===== src/rtl/fifo_bank4_pkg.sv =====
// fifo_bank4_pkg: shared defaults, bank size and pointer-width helper for the fifo bank
package fifo_bank4_pkg;
  localparam int DATA_W_DEF = 6;
  localparam int DEPTH_DEF = 4;
  localparam int N_FIFO = 4;
  function automatic int ptr_w(input int depth);
    return $clog2(depth);
  endfunction
  localparam int PTR_W_DEF = ptr_w(DEPTH_DEF);
endpackage


===== src/rtl/fifo_core.sv =====
// fifo_core: single circular fifo (clk, active-low sync reset, push/pop, din, comb dout at read pointer, empty/full)
module fifo_core
  import fifo_bank4_pkg::*;
#(
  parameter int DATA_W = DATA_W_DEF,
  parameter int DEPTH = DEPTH_DEF
) (
  input  logic              clk,
  input  logic              reset,
  input  logic              push,
  input  logic              pop,
  input  logic [DATA_W-1:0] din,
  output logic [DATA_W-1:0] dout,
  output logic              empty,
  output logic              full
);
  localparam int PW = ptr_w(DEPTH);
  logic [PW-1:0] wptr_q, wptr_d, rptr_q, rptr_d;
  logic [PW:0] count_q, count_d;
  logic [DATA_W-1:0] mem_q [DEPTH];
  logic do_push, do_pop;
  always_comb begin
    empty = count_q == '0;
    full = count_q == (PW+1)'(DEPTH);
    do_pop = pop && !empty;
    do_push = push && (!full || do_pop);
    wptr_d = wptr_q + PW'(do_push);
    rptr_d = rptr_q + PW'(do_pop);
    count_d = count_q + (PW+1)'(do_push) - (PW+1)'(do_pop);
  end
  assign dout = mem_q[rptr_q];
  always_ff @(posedge clk) begin
    if (!reset) begin
      wptr_q <= '0;
      rptr_q <= '0;
      count_q <= '0;
    end else begin
      wptr_q <= wptr_d;
      rptr_q <= rptr_d;
      count_q <= count_d;
    end
  end
  always_ff @(posedge clk)
    if (reset && do_push) mem_q[wptr_q] <= din;
endmodule


===== src/rtl/fifo_bank4.sv =====
// fifo_bank4: four fifos with id-steered push/pop, registered pop output and sticky overflow/underflow flags
module fifo_bank4
  import fifo_bank4_pkg::*;
#(
  parameter int DATA_W = DATA_W_DEF,
  parameter int DEPTH = DEPTH_DEF
) (
  input  logic              clk,
  input  logic              reset,
  input  logic              push,
  input  logic [1:0]        push_id,
  input  logic [DATA_W-1:0] data_in,
  input  logic              valid,
  input  logic [1:0]        pop_id,
  output logic [DATA_W-1:0] data_out,
  output logic              data_valid,
  output logic [N_FIFO-1:0] empty,
  output logic [N_FIFO-1:0] full,
  output logic [1:0]        error
);
  logic [N_FIFO-1:0] push_v, pop_v;
  logic [DATA_W-1:0] dout [N_FIFO];
  logic [DATA_W-1:0] data_out_q, data_out_d;
  logic data_valid_q, data_valid_d;
  logic [1:0] error_q, error_d;
  for (genvar i = 0; i < N_FIFO; i++) begin : g_fifo
    assign push_v[i] = push && push_id == 2'(i);
    assign pop_v[i] = valid && pop_id == 2'(i);
    fifo_core #(.DATA_W(DATA_W), .DEPTH(DEPTH)) u_core (
      .clk   (clk),
      .reset (reset),
      .push  (push_v[i]),
      .pop   (pop_v[i]),
      .din   (data_in),
      .dout  (dout[i]),
      .empty (empty[i]),
      .full  (full[i])
    );
  end
  always_comb begin
    data_valid_d = valid && !empty[pop_id];
    data_out_d = data_valid_d ? dout[pop_id] : data_out_q;
    error_d = error_q | {valid && empty[pop_id],
                         push && full[push_id] && !(valid && pop_id == push_id)};
  end
  always_ff @(posedge clk) begin
    if (!reset) begin
      data_out_q <= '0;
      data_valid_q <= 1'b0;
      error_q <= '0;
    end else begin
      data_out_q <= data_out_d;
      data_valid_q <= data_valid_d;
      error_q <= error_d;
    end
  end
  assign data_out = data_out_q;
  assign data_valid = data_valid_q;
  assign error = error_q;
endmodule


===== config.mk =====
export PLATFORM = sky130hd
export DESIGN_NAME = fifo_bank4
export DESIGN_NICKNAME = d
export VERILOG_FILES = /design/src/rtl/fifo_bank4_pkg.sv /design/src/rtl/fifo_core.sv /design/src/rtl/fifo_bank4.sv
export SDC_FILE = /design/constraint.sdc
export NUM_CORES = 1
export LEC_CHECK = 0
export CORE_MARGIN = 5
export CORE_UTILIZATION = 35
export DETAILED_ROUTE_END_ITERATION = 6
export GPL_TIMING_DRIVEN = 1
export SYNTH_ARGS = -nofsm -noshare
export SYNTH_HDL_FRONTEND = slang
export SYNTH_SLANG_ARGS = --single-unit

===== constraint.sdc =====
create_clock -name clk -period 2.83 [get_ports clk]
set_input_delay 0.566 -clock clk [delete_from_list [all_inputs] [get_ports clk]]
set_output_delay 0.566 -clock clk [all_outputs]
set_load 0.05 [all_outputs]

== After elaboration in Yosys (flattened, before gate mapping) ==
Memories as Yosys holds them, arrays and structs flattened. A register that Yosys moved wholly into a read port is not among the register bits.
Cells that the tools add are included.
Operators by class
  $add $sub $neg: 16
  multipliers: 0
  div/mod/pow operators: 0
  order comparisons: 3
  equal/unequal tests: 11
  shifts and indexed selects: 0
  multiplexer cells: 19
  bitwise operators: 2
  reductions and logical operators: 45
Operator list (number)
  $logic_and A1 B1 Y1: 25
  $add A2 B1 Y2: 8
  $add A3 B1 Y3: 4
  $bmux W6 S2: 1
  $eq A3 B3 Y1 const B: 4
  $logic_not A3 Y1: 4
  $mux W6: 2
  $sub A3 B1 Y3: 4
  $logic_not A1 Y1: 10
  $mux W1: 10
  $eq A2 B2 Y1 const B: 4
  $mux W2: 4
  $lt A2 B3 Y1 const B: 2
  $bmux W1 S2: 2
  $eq A2 B1 Y1 const B: 2
  $logic_not A2 Y1: 2
  $logic_or A1 B1 Y1: 4
  $ge A3 B3 Y1 const B: 1
  $not A2 Y3: 1
  $eq A2 B2 Y1: 1
  $or A2 B2 Y2: 1
Word-level totals
  bits in registers: 37
  latch bits: 0
  memory bits (writable): 96
  bits in read-only memories: 0
  input port bits: 14
  word-level logic and storage cells: 115
  memories kept: 4
Memories
  g_fifo[0].u_core.mem_q: words 4, bits a word 6, rd ports 1, clocked after memory_dff 1, wr ports 1, line fifo_core.sv:20  | logic [DATA_W-1:0] mem_q [DEPTH];
  g_fifo[1].u_core.mem_q: words 4, bits a word 6, rd ports 1, clocked after memory_dff 1, wr ports 1, line fifo_core.sv:20
  g_fifo[2].u_core.mem_q: words 4, bits a word 6, rd ports 1, clocked after memory_dff 1, wr ports 1, line fifo_core.sv:20
  g_fifo[3].u_core.mem_q: words 4, bits a word 6, rd ports 1, clocked after memory_dff 1, wr ports 1, line fifo_core.sv:20

== Logic depth before layout (Yosys ltp) ==
  word-level depth: 8
  mapped depth: 12
  mapped depth without buffers: 11

== Cells and area by module ==
From an unflattened synthesis, not the netlist that was laid out.
Second synthesis, totals
  cells, all modules: 339
  area, all modules: 5715.5 um2
By module, submodules not included
  fifo_core at g_fifo[1].u_core ...: instances 3, cells an instance 71, area an instance 1272.5 um2, seq. area each 860.8 um2
  fifo_core at g_fifo[0].u_core: instances 1, cells an instance 70, area an instance 1257.5 um2, seq. area each 860.8 um2
  fifo_bank4: instances 1, cells an instance 56, area an instance 640.6 um2, seq. area each 180.2 um2

== Worst setup path before layout ==
No wires, ideal clock.
  path type: input to register
  start: in pop_id[1]
  end: reg g_fifo[2].u_core.count_q[2]
  library setup time: 0.115 ns
  arrival time: 2.299 ns
  data required time: 2.715 ns
  path slack: 0.416 ns
  cell stages on the path: 12
  buffers on the path: 1
  cells stage by stage: nor2b_1 clkbuf_1 nand2_1 nor2_1 ha_1 inv_1 ha_1 inv_1 fa_1 xnor2_1 xnor2_1 and2_1
On the way
  word-level cells in the longest chain between the ends: 7
RTL lines
  start, declared: line fifo_bank4.sv:14  | input logic [1:0] pop_id,
  $eq A2 B2 Y1 (*): line fifo_bank4.sv:28  | assign pop_v[i] = valid && pop_id == 2'(i);
  $logic_and A1 B1 Y1 (*): line fifo_bank4.sv:28
  $logic_and A1 B1 Y1 (*): line fifo_core.sv:25  | do_pop = pop && !empty;
  $logic_or A1 B1 Y1: line fifo_core.sv:26  | do_push = push && (!full || do_pop);
  $logic_and A1 B1 Y1: line fifo_core.sv:26
  $add A3 B1 Y3: line fifo_core.sv:29  | count_d = count_q + (PW+1)'(do_push) - (PW+1)'(do_pop);
  $sub A3 B1 Y3 (*): line fifo_core.sv:29
  end signal, assigned: line fifo_core.sv:40  | count_q <= count_d;
  end, declared: line fifo_core.sv:19  | logic [PW:0] count_q, count_d;
Every way passes the cells marked *; elsewhere a longest branch is shown, timed or not.
A chain may end at the register's enable or synchronous reset.

== Worst setup path in the final report ==
  start: reg g_fifo[0].u_core.count_q[2]
  end: out empty[0]
On the way
  word-level cells in the longest chain between the ends: 1
RTL lines
  start, declared: line fifo_core.sv:19
  start signal, assigned: line fifo_core.sv:40
  $logic_not A3 Y1: line fifo_core.sv:23  | empty = count_q == '0;
  end, declared: line fifo_bank4.sv:17  | output logic [N_FIFO-1:0] empty,
No other way between the ends.

==> results.md <==
* Status: finished, final reports clean
* Drt wl/cell at between 15 and 20 um
* Total track usage at 0.1309
* Initial Util at 0.3538
* FF/Latch Area at approximately 3600 um2
* Post-synth top cells: 96 x edfxtp_1, 37 x dfxtp_1, 32 x mux2i_1
* Syn_nets at between 400 and 500
* Measured slew at the worst slew-check pin at roughly 0.68 ns
* Syn-to-layout area delta at 23.14%
* Postcts setup bufs at 0
* Yosys warns at 0
* Post-synth EDFFs at 96
* Die height at around 140 um
* Die Footprint at roughly 19000 um2
* Sink Count at ~130
* Layout cells sized above 1 at 0.1649
* Cell Area, Synth at 5579 um2
* Post-cts repair resize count at 1
* I/O Pins at 31
* CP startpoint: g_fifo[0].u_core.count_q[2]
* Global-route wire length before repair at about 18 mm
* Row count at 46
* CTS tree: built
* R2r setup slk at ~0.49 ns
* Vias in the first global route at 3433
* Main synth FF type: edfxtp_1
* Post-route cell area at approximately 7000 um2
* # setup viols final at 0
* Power per Cell Area at about 740 nW/um2
* Synth cell types at 38
* N_diodes at 0
* Area after DPL at 6285 um2
* Worst skew pair latency at around 0.4 ns
* Design Power at ~5.1 mW
* Hpwl dp at between 7 and 8 mm
* Crit path max fanout at 4
* RSZ-0062 raised after global routing: no
* Initial DRT Pass Iterations at 4
* Overflow after GRT at 0
* Largest net degree at the start of global routing at 42
* Clock buffer count from CTS at 17
* Max-cap violations at 0
* Fin nets at ~480
* Worst R2R Start: g_fifo[1].u_core.count_q[1]
* CP Capture Type: primary output
* Yosys top cell by area: edfxtp_1
* Post-synthesis sequential area ratio at 0.6495
* Synth top area share at 0.5167
* Post-synthesis instance total at 395
* Initial DRC Count at approximately 120
* Drt total wl at 11.16 mm
* Reg-to-reg endpoint: g_fifo[1].u_core.count_q[2]
* CTS H-tree depth at 4
* # port buffers at 30
* WP data arrival at between 2 and 2.5 ns
* Kind of start point of the critical path: register
* Setup CP Type: reg2out
* Clk root buf: clkbuf_16
* Post-synthesis async set-or-reset flop share at 0
* Capture point of the critical path: empty[0]
* Core Region at ~16000 um2
* Clk_skew at 0.01159 ns
* Period utilization at 0.9688
* Worst-case reg-to-reg path depth at 8
* Post-DRT Antenna Nets at 0
* Placer Congestion at between 0.7 and 0.8
* Number of synthesized register bits at approximately 130
* Fillcell total at around 1.5k
* Count leader, synth: edfxtp_1
* Footprint of the multi-input gates at about 1800 um2
* DRC viols at 0
* Post-layout min period at ~2.7 ns
* Hold crit path type: reg2reg
* F_max at 364.7 MHz
* # hold bufs at CTS at 0
* Max_slew headroom at 0.5472
* Final Hold Fails at 0
* Worst vdd ir at 0.0003752 V
* Routed vias/inst at ~4.7
* Die span in x at around 140 um
* Syn_area_per_cell at about 14 um2
* Vias at 3221
* Critical Path RT at 2.26 ns
* Antenna violations before repair at 0
* CTS max path bufs at 2
* Leak at about 2.4 nW
* Area contributors post-synth: edfxtp_1 52%, dfxtp_1 13%, mux2i_1 5.7%
* Max Slew Vio Count at 0
* Clock-pin slew on the worst setup and hold paths at around 0.05 ns
[per-stage QoR]
step,cells,utilization,hold slack (ns),TNS [ns],worst slack [ns]
after floorplan,395,-,0.5160,0,0.4161
after CTS,683,0.4357,0.4934,0,0.09082
final,683,0.4357,0.4941,0,0.08827
after global routing,683,0.4357,0.5167,0,0.03461
after detailed placement,651,0.3985,0.4746,-0.1309,-0.09589
after global placement,651,0.3985,0.4778,-0.05260,-0.05260
[worst max-delay path, stage by stage (launching register included)]
cell and delay (ns):
dfxtp_1 0.33, nor3_1 0.52, clkdlybuf4s50_1 0.92
[sequential cells by signal (all words and copies together) (netlist names)]
name and flops:
data_out 6, data_valid 1, error 2, g_fifo.u_core.count_q 12, g_fifo.u_core.mem_q 96, g_fifo.u_core.rptr_q 8
g_fifo.u_core.wptr_q 8
[cell families (layout without fill, tap and decap cells)]
| family | count (synthesis) | count (layout) | synth area share |
|---|---|---|---|
| AO/OA/AOI/OAI | 37 | 37 | 0.04082 |
| XOR/XNOR | 21 | 21 | 0.03297 |
| adder cells (fa/ha/maj) | 14 | 14 | 0.03678 |
| buffers and inverters | 37 | 109 | 0.03319 |
| flip-flops | 133 | 133 | 0.6495 |
| multiplexers | 42 | 42 | 0.09778 |
| AND/OR/NAND/NOR | 111 | 111 | 0.1090 |
[layout by cell type (no fill, tap or decap), types with 12 or more instances in the layout]
cell,count
buf_4,34
nor3_1,16
inv_1,12
clkbuf_16,17
and2_1,27
clkdlybuf4s50_1,29
edfxtp_1,96
mux2i_1,32
nand2_1,21
o22ai_1,15
dfxtp_1,37
[final cells by class]
type                       instances  share of cell area
timing repair buffer              65             0.08359
sequential                       133              0.5274
tap                              216             0.03934
clock inverter                    10             0.01930
clock buffer                      22             0.06611
inverter                          12            0.006556
multi-input combinational        225              0.2577
[routing by layer]
metal | track usage | wire length, um | vias to the layer above
met4 | 0.04535 | 59 | 0
met1 | 0.1610 | 5070 | 1604
met5 | 0 | 0 | -
li1 | - | - | 1565
met2 | 0.2243 | 5719 | 47
met3 | 0.03257 | 309 | 5
[worst min path at each step]
stage	start	endpoint	slack [ns]	cells after the start
after detailed placement	error[0]	error[0]	0.47	1
final	error[0]	error[0]	0.49	1
after global routing	error[0]	error[0]	0.52	1
after CTS	error[0]	error[0]	0.49	1
after floorplan	g_fifo[1].u_core.rptr_q[1]	g_fifo[1].u_core.rptr_q[1]	0.52	2
after global placement	error[0]	error[0]	0.48	1
[report_power, final]
part / internal [mW] / total, mW / switching (mW) / leakage, nW
clock: 1.40 / 2.17 / 0.773 / 0.282
combinational: 0.281 / 0.712 / 0.431 / 0.952
sequential: 2.16 / 2.22 / 0.0611 / 1.17
total: 3.84 / 5.11 / 1.26 / 2.40
(Power assumes the default switching activity.)
